==> src/rtl/serial_dac_pkg.sv <==
// Shared types and helpers for the serial DAC transmitter.
package serial_dac_pkg;

    typedef enum logic [2:0] {
        IDLE  = 3'd0,
        SETUP = 3'd1,
        SHIFT = 3'd2,
        HOLD  = 3'd3,
        GAP   = 3'd4
    } state_e;

    function automatic int chan_w(input int nch);
        return (nch > 1) ? $clog2(nch) : 1;
    endfunction

    // aclk cycles from the accepting edge until s_ready rises again
    function automatic int frame_len(input int dw, input int clk_div, input int cs_gap);
        return clk_div * (2 * dw + 2) + cs_gap;
    endfunction

    localparam int DEF_CHAN_W = chan_w(2);

endpackage

==> src/rtl/serial_dac_tx_sclk_tick_gen.sv <==
// Half-period tick generator: tick_o marks the last aclk cycle of every CLK_DIV-cycle slot.
module sclk_tick_gen #(
    parameter int CLK_DIV = 2
) (
    input  logic clk_i,
    input  logic rst_i,
    input  logic restart_i,
    output logic tick_o
);

    localparam int CNTW = $clog2(CLK_DIV + 1);

    logic [CNTW-1:0] cnt_q;
    logic [CNTW-1:0] cnt_d;

    assign tick_o = (cnt_q == CNTW'(CLK_DIV - 1));

    // Next count: reload on restart or at the end of each slot.
    always_comb begin
        cnt_d = cnt_q;
        if (restart_i || tick_o) begin
            cnt_d = '0;
        end else begin
            cnt_d = cnt_q + CNTW'(1);
        end
    end

    // Slot counter register.
    always_ff @(posedge clk_i or posedge rst_i) begin
        if (rst_i) begin
            cnt_q <= '0;
        end else begin
            cnt_q <= cnt_d;
        end
    end

endmodule

==> src/rtl/serial_dac_tx.sv <==
// Multi-channel SPI-style DAC transmitter: one frame per accepted word, shared sclk/sdi/ldac_n.
module serial_dac_tx
    import serial_dac_pkg::*;
#(
    parameter  int DW        = 16,
    parameter  int NCH       = 2,
    parameter  int CLK_DIV   = 2,
    parameter  int MSB_FIRST = 1,
    parameter  int CS_GAP    = 2,
    localparam int CW        = chan_w(NCH)
) (
    input  logic          aclk,
    input  logic          areset,
    input  logic          en,
    input  logic          s_valid,
    output logic          s_ready,
    input  logic [DW-1:0] s_data,
    input  logic [CW-1:0] s_chan,
    output logic          sclk,
    output logic          sdi,
    output logic [NCH-1:0] cs_n,
    output logic          ldac_n,
    output logic          busy,
    output logic          done
);

    localparam int BW = $clog2(DW + 1);
    localparam int GW = $clog2(CS_GAP + 1);

    state_e           state_q;
    logic             sclk_q;
    logic             sdi_q;
    logic [NCH-1:0]   cs_n_q;
    logic             ldac_n_q;
    logic             busy_q;
    logic             done_q;
    logic             high_q;
    logic [DW-1:0]    shreg_q;
    logic [BW-1:0]    bit_cnt_q;
    logic [GW-1:0]    gap_cnt_q;

    logic             s_ready_s;
    logic             accept_s;
    logic             chan_ok_s;
    logic             first_bit_s;
    logic [NCH-1:0]   cs_sel_s;
    logic             tick_s;

    assign s_ready_s   = (state_q == IDLE) && en;
    assign accept_s    = s_valid && s_ready_s;
    assign chan_ok_s   = (int'(s_chan) < NCH);
    assign first_bit_s = (MSB_FIRST != 0) ? s_data[DW-1] : s_data[0];

    // Active-low select pattern for the requested channel.
    always_comb begin
        cs_sel_s = '1;
        for (int i = 0; i < NCH; i++) begin
            if (int'(s_chan) == i) begin
                cs_sel_s[i] = 1'b0;
            end else begin
                cs_sel_s[i] = 1'b1;
            end
        end
    end

    sclk_tick_gen #(
        .CLK_DIV (CLK_DIV)
    ) u_tick (
        .clk_i     (aclk),
        .rst_i     (areset),
        .restart_i (state_q == IDLE),
        .tick_o    (tick_s)
    );

    // Frame sequencer with all pin-facing outputs registered.
    always_ff @(posedge aclk or posedge areset) begin
        if (areset) begin
            state_q   <= IDLE;
            sclk_q    <= 1'b0;
            sdi_q     <= 1'b0;
            cs_n_q    <= '1;
            ldac_n_q  <= 1'b1;
            busy_q    <= 1'b0;
            done_q    <= 1'b0;
            high_q    <= 1'b0;
            shreg_q   <= '0;
            bit_cnt_q <= '0;
            gap_cnt_q <= '0;
        end else begin
            done_q   <= 1'b0;
            ldac_n_q <= 1'b1;
            case (state_q)
                IDLE: begin
                    // An out-of-range channel is consumed here without starting a frame.
                    if (accept_s && chan_ok_s) begin
                        state_q   <= SETUP;
                        busy_q    <= 1'b1;
                        cs_n_q    <= cs_sel_s;
                        sclk_q    <= 1'b0;
                        sdi_q     <= first_bit_s;
                        shreg_q   <= s_data;
                        bit_cnt_q <= '0;
                        high_q    <= 1'b0;
                    end
                end
                SETUP: begin
                    if (tick_s) begin
                        state_q <= SHIFT;
                    end
                end
                SHIFT: begin
                    if (tick_s) begin
                        if (!high_q) begin
                            sclk_q <= 1'b1;
                            high_q <= 1'b1;
                        end else begin
                            sclk_q <= 1'b0;
                            high_q <= 1'b0;
                            // sdi only moves together with the falling sclk edge.
                            if (bit_cnt_q == BW'(DW - 1)) begin
                                state_q <= HOLD;
                            end else if (MSB_FIRST != 0) begin
                                bit_cnt_q <= bit_cnt_q + BW'(1);
                                sdi_q     <= shreg_q[DW-2];
                                shreg_q   <= {shreg_q[DW-2:0], 1'b0};
                            end else begin
                                bit_cnt_q <= bit_cnt_q + BW'(1);
                                sdi_q     <= shreg_q[1];
                                shreg_q   <= {1'b0, shreg_q[DW-1:1]};
                            end
                        end
                    end
                end
                HOLD: begin
                    if (tick_s) begin
                        state_q   <= GAP;
                        cs_n_q    <= '1;
                        sdi_q     <= 1'b0;
                        ldac_n_q  <= 1'b0;
                        gap_cnt_q <= '0;
                        done_q    <= (CS_GAP == 1);
                    end
                end
                GAP: begin
                    if (gap_cnt_q == GW'(CS_GAP - 1)) begin
                        state_q <= IDLE;
                        busy_q  <= 1'b0;
                    end else begin
                        gap_cnt_q <= gap_cnt_q + GW'(1);
                        done_q    <= ((gap_cnt_q + GW'(1)) == GW'(CS_GAP - 1));
                    end
                end
                default: begin
                    state_q <= IDLE;
                    busy_q  <= 1'b0;
                    cs_n_q  <= '1;
                    sclk_q  <= 1'b0;
                    sdi_q   <= 1'b0;
                end
            endcase
        end
    end

    assign s_ready = s_ready_s;
    assign sclk    = sclk_q;
    assign sdi     = sdi_q;
    assign cs_n    = cs_n_q;
    assign ldac_n  = ldac_n_q;
    assign busy    = busy_q;
    assign done    = done_q;

endmodule

==> config.mk <==
export PLATFORM = sky130hd
export DESIGN_NAME = serial_dac_tx
export DESIGN_NICKNAME = d
export VERILOG_FILES = /design/src/rtl/serial_dac_pkg.sv /design/src/rtl/serial_dac_tx_sclk_tick_gen.sv /design/src/rtl/serial_dac_tx.sv
export SDC_FILE = /design/constraint.sdc
export NUM_CORES = 1
export LEC_CHECK = 0
export ABC_AREA = 0
export CAP_MARGIN = 20
export CORE_ASPECT_RATIO = 0.6
export CORE_MARGIN = 2
export CORE_UTILIZATION = 50
export DETAILED_ROUTE_END_ITERATION = 10
export GPL_TIMING_DRIVEN = 0
export PLACE_DENSITY = 0.72
export REMOVE_ABC_BUFFERS = 1
export SETUP_SLACK_MARGIN = 0.1
export SYNTH_ARGS = -nofsm -noshare
export SYNTH_HDL_FRONTEND = slang
export SYNTH_HIERARCHICAL = 1
export SYNTH_SLANG_ARGS = --single-unit
==> constraint.sdc <==
create_clock -name aclk -period 6.4 [get_ports aclk]
set_clock_uncertainty 0.15 [all_clocks]
set_input_delay 1.28 -clock aclk [delete_from_list [all_inputs] [get_ports aclk]]
set_output_delay 1.28 -clock aclk [all_outputs]
set_load 0.02 [all_outputs]
Word level (Yosys, flattened, before mapping)
Cells that the tools add are included.
{ "word_totals": {"mem_bits_rw": 0, "romBits": 0, "reg_bits": 35, "latchBits": 0, "memories": 0, "inputBits": 21} }
{ "op_classes": {"shifts": 0, "reduce_logical": 18, "n_div": 0, "n_mul": 0, "eq_ne": 17, "n_lt_le_gt_ge": 0, "n_mux": 45, "addsub": 3, "n_bitwise": 4} }
{ "ops": {"columns": ["operator", "n"], "rows": [
  ["$mux W15", 4],
  ["$pmux W15 S2", 1],
  ["$mux W3", 7],
  ["$mux W5", 4],
  ["$mux W1", 16],
  ["$pmux W3 S5", 1],
  ["$reduce_and A3 Y1", 5],
  ["$ne A2 B2 Y1 const B", 6],
  ["$mux W2", 5],
  ["$pmux W5 S2", 1],
  ["$reduce_or A3 Y1", 3],
  ["$reduce_and A7 Y1", 1],
  ["$eq A2 B1 Y1 const B", 3],
  ["$eq A3 B2 Y1 const B", 2],
  ["$ne A2 B1 Y1 const B", 3],
  ["$pmux W1 S3", 2],
  ["$pmux W2 S3", 1],
  ["$reduce_and A6 Y1", 1],
  ["$add A5 B1 Y5 const B", 1],
  ["$eq A5 B4 Y1 const B", 1],
  ["$reduce_and A5 Y1", 1],
  ["$add A2 B1 Y2 const B", 2],
  ["$not A1 Y1", 4],
  ["$pmux W1 S4", 1],
  ["other kinds (9)", 11]
]} }

Longest topological paths before layout
{ "depth": {"depth_word": 5, "ltp_mapped": 7, "depth_no_buf": 6} }

Hierarchy
Netlist, hierarchy kept.
{ "modules_own_cells": {"columns": ["module", "seq_area_each_um2", "area_per_inst_um2", "cells_per_inst", "n_inst"], "rows": [
  ["serial_dac_tx", 829.5, 1716.6, 147, 1],
  ["sclk_tick_gen", 50.0, 80.1, 7, 1]
]} }

Worst setup path before layout
No wires, ideal clock.
{ "synth_timing": {"kind": "input to output", "startpoint": "in en", "endpoint": "out s_ready", "n_path_buf": 0, "path_stages": 1, "arrival_time_ns": 1.490, "path_slack_ns": 3.480, "path_cell_list": "and2_1"} }
{ "synth_between": {"elab_chain_cells": 1} }
{ "synth_rtl": {"columns": ["item", "line", "rtl"], "rows": [
  ["from (decl)", "serial_dac_tx.sv:14", "input logic en,"],
  ["$logic_and A1 B1 Y1", "serial_dac_tx.sv:49", "assign s_ready_s = (state_q == IDLE) && en;"],
  ["to (decl)", "serial_dac_tx.sv:16", "output logic s_ready,"]
]} }
Every way passes these cells.

Worst setup path in the final report
Same ends and word-level chain as after synthesis.

==> impl.org <==
** Routing
- Drt pass-1 iters :: 4
- Remaining DRCs :: 0
- Once detail routing completed, the nets flagged for antenna violations numbered 0.
- The routed layout has 1,291 vias.
- Count of routing violations after the opening detailed-route iteration :: 84
- Detailed-route vias per instance :: 5.61
- After detailed routing, the total wire length is 3470 µm.
- Dividing the detail-routed wire length by the instance count gives 15.1 µm.

** Global route
- The total overflow left after global routing is 0.
- Initial antenna violation count :: 0
- First-pass GRT wire length :: 5880 µm
- Entering global routing, the biggest net connects 23 pins.
- Number of global-route vias before repair :: 1,247
- For this run, the total global-route usage over all layers was measured as 0.193.

** Pwr
- In this run the static leakage power is 0.920 nW.
- Share of total power in combinational logic :: 0.414
- Total power per unit cell area :: 434 nW/µm²
- Portion of total power attributed to sequential cells :: 0.405
- Of the total power, the clock network draws 0.182.
- Internal power comes to 0.629 mW.
- Sw Pwr :: 0.342 mW
- Across the VDD grid, the largest voltage drop is 0.220 mV.
- Switching power share of the total :: 0.352

** Timing
- Final setup vio count :: 0
- Period utilisation layout :: 0.620
- Transition at the pin with the smallest max-transition slack :: 1.04 ns
- Worst slew margin relative to its limit :: 0.306
- Worst-case hold slack :: 0.297 ns
- In the final timing run, aggregate negative setup slack is 0 ns.
- For the finished layout, the period the worst path requires is 3.97 ns.
- Setup repair after global routing left no endpoint under its margin.
- Maximum clock frequency :: 0.252 GHz
- The count of pins over their slew limit was 0.
- Total count of hold-check failures in the final report :: 0

** Critical path
- Master of the slowest instance on the critical path :: sky130_fd_sc_hd__clkdlybuf4s50_1
- Grouping stages by cell kind, the critical path spends the most delay in buffers and inverters.
- In this run the critical register-to-register path is launched from bit_cnt_q[0]$_DFFE_PP0P_.
- Worst r2r path cells :: 7
- For this run, the slowest stage of the critical path takes 0.60 ns.
- STA classifies the critical path endpoint as an output pin.
- Setup slack on the worst reg-to-reg path comes out at 3.40 ns.
- The critical path is of the in -> out type.
- Destination of the worst register-to-register timing path :: shreg_q[6]$_DFFE_PP0P_
- Data arrival time of the critical path :: 2.54 ns
- Count of buffer and inverter cells on the critical path :: 2
- STA puts the critical path data required time at 4.97 ns.
- STA classifies the critical path startpoint as an input pin.
- Walking the worst path, the cells encountered are clkdlybuf4s50_1 -> and2_1 -> clkdlybuf4s50_1.
- CP max FO :: 4
- Cell type with the highest occurrence count on the critical path :: sky130_fd_sc_hd__clkdlybuf4s50_1

** CTS
- Buffers inserted by post-CTS timing repair :: 0
- Clock tree from TritonCTS :: done
- After clock tree synthesis, the clock-pin slew on the worst setup and hold paths is 0.07 ns.
- Total of hold buffers inserted after clock tree synthesis :: 0
- Number of buffers created by CTS :: 5
- H-tree Lvls :: 2
- Number of sinks driven by the clock tree :: 35
- In this run, post-CTS repair resized a total of 0 instances.
- Buffer depth of the longest clock path :: 2
- Clock root buffer master :: sky130_fd_sc_hd__clkbuf_8
- For the worst-skew pair, the clock arrives at the later sink with an insertion delay of 0.28 ns.

** Floorplanning
- Die outline height :: 50.4 µm
- For this configuration, the core starts out at a cell density of 0.537.
- Standard-cell rows :: 16
- The floorplan step defined a core boundary enclosing 3340 µm².
- The floorplan step set the die width to 81.4 µm.
- Area enclosed by the die boundary :: 4100 µm²
- Number of I/O pins :: 29

** Run status
- Result of the run :: finished clean

** Place
- In this run the tool buffered the top-level ports with 28 buffer cells.
- Summed over all nets, the half-perimeter wirelength after detailed placement is 2480 µm.
- Routability congestion estimate :: 0.769

** Yosys
- By area the synthesized netlist is led by sky130_fd_sc_hd__dfrtp_1 (45%), sky130_fd_sc_hd__mux2_2 (19%), sky130_fd_sc_hd__dfstp_2 (4.4%), sky130_fd_sc_hd__ha_1 (3.5%), sky130_fd_sc_hd__inv_1 (2.3%).
- During synthesis, Yosys emitted a total of 6 warnings.
- Most common flop cell mapped by yosys :: sky130_fd_sc_hd__dfrtp_1
- Cell with the most instances after synthesis :: sky130_fd_sc_hd__dfrtp_1
- Share of synthesized area occupied by flip-flops and latches :: 0.490
- Yosys reg bits :: 35
- Cell taking the most area after synthesis :: sky130_fd_sc_hd__dfrtp_1
- Ranked by instance count, the synthesized netlist is headed by sky130_fd_sc_hd__dfrtp_1 (32), sky130_fd_sc_hd__mux2_2 (30), sky130_fd_sc_hd__inv_1 (11).
- Post-Synthesis Cells :: 154
- Netlist cell types :: 40
- The synthesized netlist occupies a cell area of 1800 µm².
- Of the post-synthesis cell area, the dominant cell type holds 0.446.
- In the synthesized netlist the async set-or-reset flop fraction comes to 1.00.
- EDFF count, synth :: 0
- Dividing the synthesized area by the synthesized cell count gives 11.7 µm².

** Worst hold path
- Capture endpoint of the worst hold path :: u_tick/cnt_q[0]$_DFF_PP0_
- In this run the most critical hold path is launched from u_tick/cnt_q[0]$_DFF_PP0_.
- HP Class :: reg -> reg
- WHS Path Cells :: 1

** Flow run
- Across the run, the number of max-cap violations was 0.

** Final layout
- Registers take 880 µm².
- Relative area change from synthesis to final layout :: 24.7%
- Filler Cells Inserted :: 250
- In the final layout, the share of cells above drive strength 1 is 0.254.
- Antenna fix cells :: 0
- In the final layout, the multi-input gates occupy 836 µm².
- NumNets Final :: 210
power by group through the flow:
stage | Clock, mW | Sequential, mW | Combinational (mW)
floorplan | 0 | 0.388 | 0.281
global placement | 0 | 0.388 | 0.373
detailed placement | 0 | 0.397 | 0.400
CTS | 0.180 | 0.392 | 0.404
global route | 0.191 | 0.405 | 0.442
finish | 0.176 | 0.393 | 0.402
cell usage in the layout, fill, tap and decap left out, drive strengths merged, types with 2 or more instances in the layout:
| master | synthesis | layout |
|---|---|---|
| o211ai | 2 | 2 |
| and3 | 3 | 3 |
| nor2 | 2 | 2 |
| nand3 | 2 | 2 |
| mux2 | 32 | 32 |
| nand3b | 3 | 3 |
| nand2 | 6 | 6 |
| o22ai | 2 | 2 |
| clkdlybuf4s50 | 0 | 28 |
| a31oi | 6 | 6 |
| nor3 | 5 | 5 |
| o21ai | 5 | 5 |
| and2 | 2 | 2 |
| buf | 4 | 3 |
| a221oi | 2 | 2 |
| a21oi | 2 | 2 |
| clkbuf | 4 | 8 |
| inv | 11 | 11 |
| nand2b | 5 | 5 |
| or2 | 2 | 2 |
| ha | 5 | 5 |
| dfstp | 3 | 3 |
| dfrtp | 32 | 32 |
registers in the layout, indices dropped and copies added (netlist names):
| signal | cells |
|---|---|
| cs_n | 2 |
| bit_cnt_q | 5 |
| high_q | 1 |
| busy | 1 |
| u_tick/cnt_q | 2 |
| sclk | 1 |
| ldac_n | 1 |
| gap_cnt_q | 2 |
| state_q | 3 |
| done | 1 |
| sdi | 1 |
| shreg_q | 15 |
routing by layer:
metal  track usage  wire length, µm
met1         0.279             1740
met2         0.279             1570
met3        0.0612              152
met4        0.0537               21
met5             0                0
area by class of cell:
type,instances,area share
tap,45,0.0251
timing repair buffer,31,0.146
clock buffer,8,0.0447
sequential,35,0.393
multi-input combinational,100,0.373
inverter,11,0.0184
stage by stage:
step	util	total power [mW]	cells	area [µm²]	setup slack, ns
CTS	0.670	0.976	230	2240	2.43
detailed placement	0.640	0.797	222	2140	2.43
finish	0.670	0.971	230	2240	2.43
global placement	0.626	0.761	219	2090	2.33
floorplan	-	0.669	146	1760	3.27
global route	0.670	1.04	230	2240	2.40
worst max-delay path by stage:
stage | from | to | slack (ns) | cells after the start
2_1_floorplan | s_valid | shreg_q[10]$_DFFE_PP0P_ | 3.27 | 3
3_3_place_gp | en | shreg_q[10]$_DFFE_PP0P_ | 2.33 | 4
3_5_place_dp | en | s_ready | 2.43 | 3
4_1_cts | en | s_ready | 2.43 | 3
5_1_grt | en | s_ready | 2.40 | 3
6_report | en | s_ready | 2.43 | 3
logic make-up (layout without fill, tap and decap cells):
group / Yosys count / count (layout) / synth area share
buffers and inverters: 19 / 50 / 0.0453
DFF: 35 / 35 / 0.490
AOI/OAI and AO/OA: 25 / 25 / 0.0982
muxes: 33 / 33 / 0.206
adders and majority gates: 5 / 5 / 0.0348
xor gates and xnor gates: 1 / 1 / 0.00488
and+or+nand+nor: 36 / 36 / 0.121
No activity file was read; power rests on OpenSTA's default activity.
